## src/rtl/hazard_flush_ctrl.sv

```systemverilog
// Hazard and sequencing controller for the 16-bit RISC core: load-use stalls,
// multi-cycle branch flushes, data-memory wait freezes and HALT/resume.
module hazard_flush_ctrl #(
    parameter int ADDR_W       = 6,
    parameter int REG_AW       = 3,
    parameter int FLUSH_CYCLES = 2,
    parameter int CNT_W        = 16
) (
    input  logic              clock,
    input  logic              reset_n,
    input  logic [REG_AW-1:0] id_rs,
    input  logic [REG_AW-1:0] id_rt,
    input  logic              id_uses_rt,
    input  logic              ex_mem_read,
    input  logic [REG_AW-1:0] ex_rd,
    input  logic              branch_taken,
    input  logic              mem_busy,
    input  logic              halt_dec,
    input  logic              resume,
    output logic              pc_write,
    output logic              if_id_write,
    output logic              if_flush,
    output logic              id_ex_bubble,
    output logic              pc_sel_branch,
    output logic [1:0]        state,
    output logic [CNT_W-1:0]  stall_count
);

    typedef enum logic [1:0] {
        RUN      = 2'd0,
        FLUSH    = 2'd1,
        MEM_WAIT = 2'd2,
        HALTED   = 2'd3
    } state_e;

    if (FLUSH_CYCLES < 1 || FLUSH_CYCLES > 7 || ADDR_W < 1) begin : gBadParams
        $error("hazard_flush_ctrl: FLUSH_CYCLES must be 1..7 and ADDR_W positive");
    end

    localparam logic [2:0] FcntLoad = 3'(FLUSH_CYCLES - 1);

    state_e            state_q, state_d;
    logic [2:0]        fcnt_q, fcnt_d;
    logic [CNT_W-1:0]  stallCount_q;

    logic loadUse;
    logic pcWrite, holdIfId, flushIfId, bubble, selBranch;

    assign loadUse = ex_mem_read && (ex_rd != '0) &&
                     ((ex_rd == id_rs) || (id_uses_rt && (ex_rd == id_rt)));

    always_comb begin
        state_d   = state_q;
        fcnt_d    = fcnt_q;
        pcWrite   = 1'b1;
        holdIfId  = 1'b0;
        flushIfId = 1'b0;
        bubble    = 1'b0;
        selBranch = 1'b0;
        unique case (state_q)
            RUN, MEM_WAIT: begin
                // A frozen EX re-presents its branch, so mem_busy must shadow it.
                if (mem_busy) begin
                    pcWrite  = 1'b0;
                    holdIfId = 1'b1;
                    state_d  = MEM_WAIT;
                end else if (branch_taken) begin
                    selBranch = 1'b1;
                    flushIfId = 1'b1;
                    bubble    = 1'b1;
                    if (FLUSH_CYCLES > 1) begin
                        state_d = FLUSH;
                        fcnt_d  = FcntLoad;
                    end else begin
                        state_d = RUN;
                    end
                end else if (loadUse) begin
                    pcWrite  = 1'b0;
                    holdIfId = 1'b1;
                    bubble   = 1'b1;
                    state_d  = RUN;
                end else if (halt_dec) begin
                    pcWrite  = 1'b0;
                    holdIfId = 1'b1;
                    bubble   = 1'b1;
                    state_d  = HALTED;
                end else begin
                    state_d = RUN;
                end
            end
            FLUSH: begin
                flushIfId = 1'b1;
                bubble    = 1'b1;
                if (mem_busy) begin
                    pcWrite = 1'b0;
                end else begin
                    fcnt_d = fcnt_q - 3'd1;
                    if (fcnt_q <= 3'd1) begin
                        state_d = RUN;
                    end
                end
            end
            HALTED: begin
                pcWrite  = 1'b0;
                holdIfId = 1'b1;
                bubble   = 1'b1;
                if (resume) begin
                    state_d = RUN;
                end
            end
            default: state_d = RUN;
        endcase
    end

    // While reset is low the pipe is held in a safe NOP-injecting configuration.
    assign pc_write      = reset_n & pcWrite;
    assign if_id_write   = reset_n & holdIfId;
    assign if_flush      = ~reset_n | flushIfId;
    assign id_ex_bubble  = ~reset_n | bubble;
    assign pc_sel_branch = reset_n & selBranch;
    assign state         = state_q;
    assign stall_count   = stallCount_q;

    always_ff @(posedge clock or negedge reset_n) begin
        if (!reset_n) begin
            state_q      <= RUN;
            fcnt_q       <= 3'd0;
            stallCount_q <= '0;
        end else begin
            state_q <= state_d;
            fcnt_q  <= fcnt_d;
            if (!pc_write && (stallCount_q != '1)) begin
                stallCount_q <= stallCount_q + 1'b1;
            end
        end
    end

endmodule

```

## config.mk

```make
export PLATFORM = sky130hd
export DESIGN_NAME = hazard_flush_ctrl
export DESIGN_NICKNAME = d
export VERILOG_FILES = /design/src/rtl/hazard_flush_ctrl.sv
export SDC_FILE = /design/constraint.sdc
export NUM_CORES = 1
export LEC_CHECK = 0
export ABC_AREA = 1
export CAP_MARGIN = 30
export CORE_UTILIZATION = 50
export CTS_BUF_LIST = sky130_fd_sc_hd__clkbuf_4
export DETAILED_ROUTE_END_ITERATION = 10
export PLACE_DENSITY = 0.93
export SETUP_SLACK_MARGIN = 0.5
export SYNTH_ARGS = -nofsm -noshare
export SYNTH_HDL_FRONTEND = slang
export SYNTH_SLANG_ARGS = --single-unit
export TNS_END_PERCENT = 5
```

## constraint.sdc

```tcl
create_clock -name clock -period 2.02 [get_ports clock]
set_input_delay 0.202 -clock clock [delete_from_list [all_inputs] [get_ports clock]]
set_output_delay 0.202 -clock clock [all_outputs]
set_load 0.02 [all_outputs]
```

After elaboration in Yosys (flattened, before gate mapping)
Index checks and enable logic that the tools add are counted.

Bits in registers: 21. Input port bits: 17. Logic and storage cells: 66.

Add/subtract/negate cells: 2. Order comparisons: 1. Eq/ne operators: 11. Multiplexer cells: 30. Bitwise gates (word level): 6. Reduce and logical (&&, ||, !) cells: 13.

Operator list (number): 16-bit by 1-bit adder with 16-bit output (second input constant) (1); 16-bit inequality test (second input constant) (1); 1-bit two-way mux (14); 2-bit two-way mux (7); 2-bit inequality test (second input constant) (5); 3-bit two-way mux (3); 3-bit == test (2); 1-bit case mux with 2 select lines (3); 2-bit case mux with 3 select lines (1); 3-bit case mux with 2 select lines (1); 2-bit == test (second input constant) (2); 1-bit logical AND (4); 4-bit AND reduction (1); 2-bit OR reduction (2); 1-bit AND (3); 3-bit by 1-bit <= comparator with 1-bit output (second input constant) (1); 1-bit case mux with 3 select lines (1); 3-bit AND reduction (1); 3-bit nonzero test (1); 3-bit by 1-bit subtractor with 3-bit output (second input constant) (1); 2-bit by 1-bit == test with 1-bit output (second input constant) (1); 2-bit logical NOT (1); 1-bit OR (2); 2-bit nonzero test (1); 3 further kinds (3).

Logic depth before layout (Yosys ltp)
Gate-level depths: netlist of run 1.

Depth after elaboration: 11. Mapped depth: 16.

Worst setup path before layout of run 1
OpenSTA, ideal clock, no wires.

Kind: register to register. From: register stallCount_q[0], in the netlist stall_count[0]. To: register stallCount_q[8], in the netlist stall_count[8]. Arrival: 1604 ps. Data required time: 1903 ps. Setup slack: 299 ps. Stages on the path, launching flop included: 12. Period minus slack after synthesis: 1721 ps. Path through: dfrtp_1 > ha_1 > nand2_1 > nor2_2 > nand3_1 > clkinv_1 > nand4_4 > nand2_1 > nor3_1 > nand2_1 > nand2_1 > nand2_1.

Cells in the longest elaborated chain, start to end: 2. Elaborated cells between the ends (all ways): 3. Classes of those cells: add/sub: 1; eq/ne: 1; reduce/logical: 1.

RTL lines: start, declared (line 44) `logic [CNT_W-1:0] stallCount_q;`; start signal, assigned (line 133) `stallCount_q <= stallCount_q + 1'b1;`; parallel branches: the longest is 2 deep, another holds 16-bit by 1-bit adder with 16-bit output.

Parallel ways; which one is timed is not known. A chain may end at the register's enable or synchronous reset.

Final worst setup path of run 1
From: register stallCount_q[5], in the netlist stall_count[5]. To: output stall_count[5].

RTL lines: end, declared (line 26) `output logic [CNT_W-1:0] stall_count`.

No word-level cell between the ends.

==> flow_metrics.tcl, run 1 <==
set metrics [dict create \
    netlist_area_um2 1460 \
    syn_inst 218 \
    postSynthAreaPerCell_um2 6.67 \
    power.switching_mw 0.917 \
    power.leakage_nw 1.15 \
    startpoint_type "flip-flop" \
    post_dp_cell_area_um2 1940 \
    holdBufCountCts 0 \
    slew_headroom_pct 79.9 \
    finalCritPeriodShare_pct 84.2 \
    power_frac_clock_pct 11.0 \
    status "finished clean" \
    insertion_delay_ns 0.32 \
    timing.setup.critical_path_class "reg2out" \
    rsz0062_at_grt "true" \
    nNetsFinal 299 \
    critPathTopFamily "buffers and inverters" \
    area_delta_synth_final_pct 49.6 \
    ir_drop_uv 948 \
    grt_pass1_vias 1450 \
    numPortBuffers 39 \
    pre_cts_slack_ns -0.321 \
    swShare_pct 44.7 \
    initial_utilization_pct 52.8 \
    slew_viol_final 0 \
    ys_seq_area_share_pct 36.1 \
    cp_slowest_cell "clkdlybuf4s50_1" \
    grt_pass1_wl_um 6170 \
    power.internal_mw 1.13 \
    drive_above_1_share_pct 27.2 \
    drt_iter0_drc 72 \
    path_clk_slew_ns 0.12 \
    final_area_um2 2180 \
    finalHoldViolCount 0 \
    syn_nets 237 \
    cap_violations 0 \
    dp_hpwl_um 2500 \
    clock_path_buffers 2 \
    crit_path_end_kind "output pin" \
    die_h_um 55.9 \
    cts_tree "yes" \
    min_path_type "in2async" \
    required_ns 1.82 \
    finalCriticalPeriod_ns 1.70 \
    fin_util_pct 78.9 \
    final_cells 310 \
    die_area_um2 3130 \
    critPathBufInv 1 \
    vias 1694 \
    arrival_ns 1.50 \
    wl_um 4600 \
    clock-sinks 21 \
    vias_per_cell 5.46 \
    power.total_mw 2.05 \
    synth-warning-count 0 \
    p_per_area_nw_per_um2 941 \
    crit_chain "clkdlybuf4s50_1" \
    drt_pass1_iterations 4 \
    max_stage_delay_ns 0.66 \
    cts-root-buf "clkbuf_4" \
    numCtsBuffers 3 \
    route.detailed.drc 0 \
    worst_slew_pin_slew_ns 0.299 \
    grt_max_degree 27 \
    pin_count 40 \
    gp_congestion 0.846 \
    fmax_ghz 0.588 \
    path_max_fanout 6 \
    grt.total_usage_pct 24.9 \
    h-tree-depth 1 \
    ys_ff_latch 21 \
    combPwrFrac_pct 55.3 \
    yosysUniqueCellTypes 24 \
    num-fill-cells 177 \
    die_w_um 55.9 \
    ant_nets 0 \
    grt-ovfl-total 0 \
    antenna_cells 0 \
    rows 19 \
    antenna_found_initial 0 \
    clock_skew_ns 0.00630 \
    wire_per_inst_um 14.8 \
    pwr-share-seq_pct 33.7 \
    setup_viol 0 \
    place_inst 291 \
    core-area_um2 2760 \
    finalWorstSetupSlack_ns 0.320 \
    reg2reg_slack_ns 0.36 \
]
## kinds of logic (layout without fill, tap and decap cells)
logic type               Yosys count  in the layout  share of synthesized area, %
AO/OA/AOI/OAI                      7              7                          2.84
XOR/XNOR                           7              7                          4.21
adder cells (fa/ha/maj)            2              2                          1.72
buffers and inverters             43            104                          12.1
flip-flops                        21             21                          36.1
AND/OR/NAND/NOR                  138            138                          43.0
## synth_stat cells
library cell	n	share of area [%]
nand2_1	77	20
inv_1	35	9.0
nand3_1	29	10
dfrtp_1	21	36
nor2_1	16	4.1
inv_2	5	1.3
nor3_1	5	1.7
nand2_2	4	1.7
xnor2_1	4	2.4
o21ai_0	3	1.0
xor2_1	3	1.8
buf_6	2	1.5
ha_1	2	1.7
nor2_2	2	0.86
a21oi_1	1	0.34
a31oi_1	1	0.43
clkinv_1	1	0.26
nand2_4	1	0.77
nand2_8	1	1.4
nand4_1	1	0.43
nand4_4	1	1.5
nor3_2	1	0.69
o2111ai_1	1	0.60
o22ai_1	1	0.43
## metal layers
layer,vias up,routed length (µm),global-route usage (%)
met5,-,0,0
met4,0,238,10.8
met3,28,272,4.65
met2,91,2290,43.4
met1,786,1800,30.1
li1,789,-,-
## path summary, 6_finish.rpt
path	start	end	cells past startpoint
max	stall_count[5]	stall_count[5]	1
max in group asynchronous	reset_n	stall_count[0]	2
min	reset_n	stall_count[6]	2
max reg2reg	stall_count[13]	stall_count[7]	10
min in group clock	fcnt_q[0]	fcnt_q[0]	1
min reg2reg	fcnt_q[0]	fcnt_q[0]	1
## through the flow
| stage | setup TNS [ns] | hold slack (ns) |
|---|---|---|
| floorplan | 0 | -0.0936 |
| global placement | -0.899 | 0.454 |
| detailed placement | -1.58 | 0.465 |
| CTS | 0 | 0.279 |
| global route | 0 | 0.335 |
| finish | 0 | 0.316 |
## repair_timing
item	in CTS	in global routing
setup endpoints to repair	37	40
buffers inserted	8	7
pin swaps	12	17
gates resized for setup	43	32
gates cloned	0	0
## power groups by stage
stage | Clock, mW | Sequential [mW] | Combinational [mW]
floorplan | 0 | 0.758 | 0.503
global placement | 0 | 0.676 | 0.899
detailed placement | 0 | 0.680 | 0.927
CTS | 0.225 | 0.668 | 1.01
global route | 0.243 | 0.704 | 1.22
finish | 0.225 | 0.690 | 1.13
## area by class of cell
type | instances | area, µm² | share of cell area, %
clock buffer | 4 | 30.0 | 1.38
sequential | 21 | 529 | 24.3
timing repair buffer | 59 | 541 | 24.8
tap | 31 | 38.8 | 1.78
inverter | 41 | 159 | 7.30
multi-input combinational | 154 | 880 | 40.4
## flip-flops by register name, summed over array words and instances, names as in the netlist
name / flops
fcnt_q: 3
state: 2
stall_count: 16
## layout by cell type (no fill, tap or decap), drive strengths merged
| master | n |
|---|---|
| nor2 | 18 |
| o21ai | 3 |
| nand4 | 2 |
| xor2 | 3 |
| clkdlybuf4s15 | 6 |
| a21oi | 1 |
| o2111ai | 1 |
| ha | 2 |
| nand2 | 83 |
| a31oi | 1 |
| nor3 | 6 |
| nand3 | 29 |
| inv | 41 |
| o22ai | 1 |
| clkdlybuf4s50 | 22 |
| dfrtp | 21 |
| buf | 23 |
| dlygate4sd2 | 6 |
| xnor2 | 4 |
| clkbuf | 6 |
(Power assumes the default switching activity.)
==> inputs of run 2 (changes only) <==
==> constraint.sdc (replaced) <==
create_clock -name clock -period 1.75 [get_ports clock]
set_input_delay 0.175 -clock clock [delete_from_list [all_inputs] [get_ports clock]]
set_output_delay 0.175 -clock clock [all_outputs]
set_load 0.02 [all_outputs]
==> run 2 against run 1 <==
Against the previous run: design area grew 0.34%; hold slack got worse by 0.064 ns; die area did not move; sequential power increased by 12%; first-iteration DRC count up 22%; setup slack worse by 0.20 ns; clock power grew 14%; register-to-register slack lost 0.24 ns; combinational power rose by 18%; final cell count grew 2.6%; routed wire length down 7.9%; flip-flop and latch count did not move.
==> flow_metrics.tcl, run 2 (same netlist as run 1, synthesis figures left out) <==
set metrics [dict create \
    status "finished clean" \
    route.detailed.drc 0 \
    fmax_ghz 0.615 \
    pin_count 40 \
    grt_pass1_wl_um 6180 \
    r2r-start "stall_count[0]" \
    critPathTopFamily "simple AND/OR/NAND/NOR gates" \
    antenna_found_initial 0 \
    startpoint_type "flip-flop" \
    vias_per_cell 5.25 \
    gp_congestion 0.859 \
    clock-sinks 21 \
    arrival_ns 1.84 \
    drive_above_1_share_pct 26.1 \
    antenna_cells 0 \
    cap_violations 0 \
    required_ns 1.97 \
    die_area_um2 3130 \
    die_w_um 55.9 \
    path_max_fanout 4 \
    clock_path_buffers 2 \
    clock_skew_ns 0.00668 \
    nNetsFinal 307 \
    place_inst 301 \
    final.setup.tns_ns 0 \
    cts_tree "yes" \
    max_stage_delay_ns 0.46 \
    worst_path_most_repeated_cell "nand2_1" \
    finalCriticalPeriod_ns 1.63 \
    holdBufCountCts 0 \
    setup_viol 0 \
    min_path_type "in2async" \
    timing.setup.critical_path_class "reg2reg" \
    grt_pass1_vias 1453 \
    numCtsBuffers 3 \
    rsz0062_at_grt "true" \
    wl_um 4240 \
    path_clk_slew_ns 0.12 \
    slew_viol_final 0 \
    h-tree-depth 1 \
    grt_max_degree 27 \
    finalHoldViolCount 0 \
    crit_path_end_kind "flip-flop" \
    slew_headroom_pct 79.6 \
    largest_reg_flops 16 \
    insertion_delay_ns 0.31 \
    reg2reg_slack_ns 0.12 \
    final_cell_mix "73 x nand2_1, 32 x inv_1, 27 x nand3_1, 27 x buf_4, 20 x clkdlybuf4s50_1" \
    worst_slew_pin_slew_ns 0.304 \
    grt-ovfl-total 0 \
    rows 19 \
    drt_iter0_drc 88 \
    area_delta_synth_final_pct 50.1 \
    die_h_um 55.9 \
    critPathBufInv 1 \
    finalCritPeriodShare_pct 93.0 \
    final_area_um2 2180 \
    p_per_area_nw_per_um2 1080 \
    grt.total_usage_pct 24.6 \
    power.leakage_nw 1.18 \
    final_cells 318 \
    cp-startpoint "stall_count[0]" \
    crit_chain "ha_4 > nand2_2 > nor2_4 > nand4_1 > nand2_1 > inv_2 > nand3_4 > nor3_4 > nand2_1 > nand2_1 > nand2_1" \
    core-area_um2 2760 \
    numPortBuffers 39 \
    vias 1668 \
    ant_nets 0 \
    post_dp_cell_area_um2 2020 \
    fin_util_pct 79.2 \
    ir_drop_uv 1060 \
    dp_hpwl_um 2520 \
    drt_pass1_iterations 4 \
    layout_commonest_cell "nand2_1" \
    initial_utilization_pct 52.8 \
    cts-root-buf "clkbuf_4" \
    cp_slowest_cell "dfrtp_2" \
    wire_per_inst_um 13.3 \
]
## run 2: repair_timing
action	in CTS	in global routing
gates cloned	0	0
buffers inserted	9	4
setup endpoints to repair	41	44
resized for setup	43	23
pin swaps	13	12
## run 2: final timing paths
kind,end,cells past startpoint
setup / recovery,stall_count[15],11
hold / removal,stall_count[5],2
setup reg to reg,stall_count[15],11
hold reg to reg,fcnt_q[0],1
max in group asynchronous,stall_count[1],2
min in group clock,fcnt_q[0],1
## run 2: cell type report
class / instances / area, µm²
inverters: 41 / 159
fillers: 160 / 573
repair buffers: 67 / 571
clock buffers: 4 / 30.0
multi-input cells: 154 / 857
flip-flops and latches: 21 / 529
well taps: 31 / 38.8
## run 2: power by group
part	switching (mW)	total, mW	internal (mW)	leakage, nW
Combinational	0.716	1.33	0.617	0.886
Sequential	0.162	0.776	0.614	0.273
Clock	0.151	0.256	0.105	0.0184
## run 2: metal layers
metal | vias to the layer above | track usage (%) | routed length, µm
li1 | 812 | - | -
met1 | 792 | 32.1 | 1780
met2 | 56 | 43.2 | 2150
met3 | 8 | 3.02 | 210
met4 | 0 | 6.97 | 86
met5 | - | 0 | 0
## run 2: per-stage QoR
stage	power (mW)	hold slack, ns	worst slack [ns]
6_report	2.36	0.252	0.123
5_1_grt	2.53	0.258	0.00224
4_1_cts	2.24	0.252	0.168
3_5_place_dp	1.95	0.460	-0.533
3_3_place_gp	1.91	0.453	-0.487
2_1_floorplan	1.46	-0.121	0.220
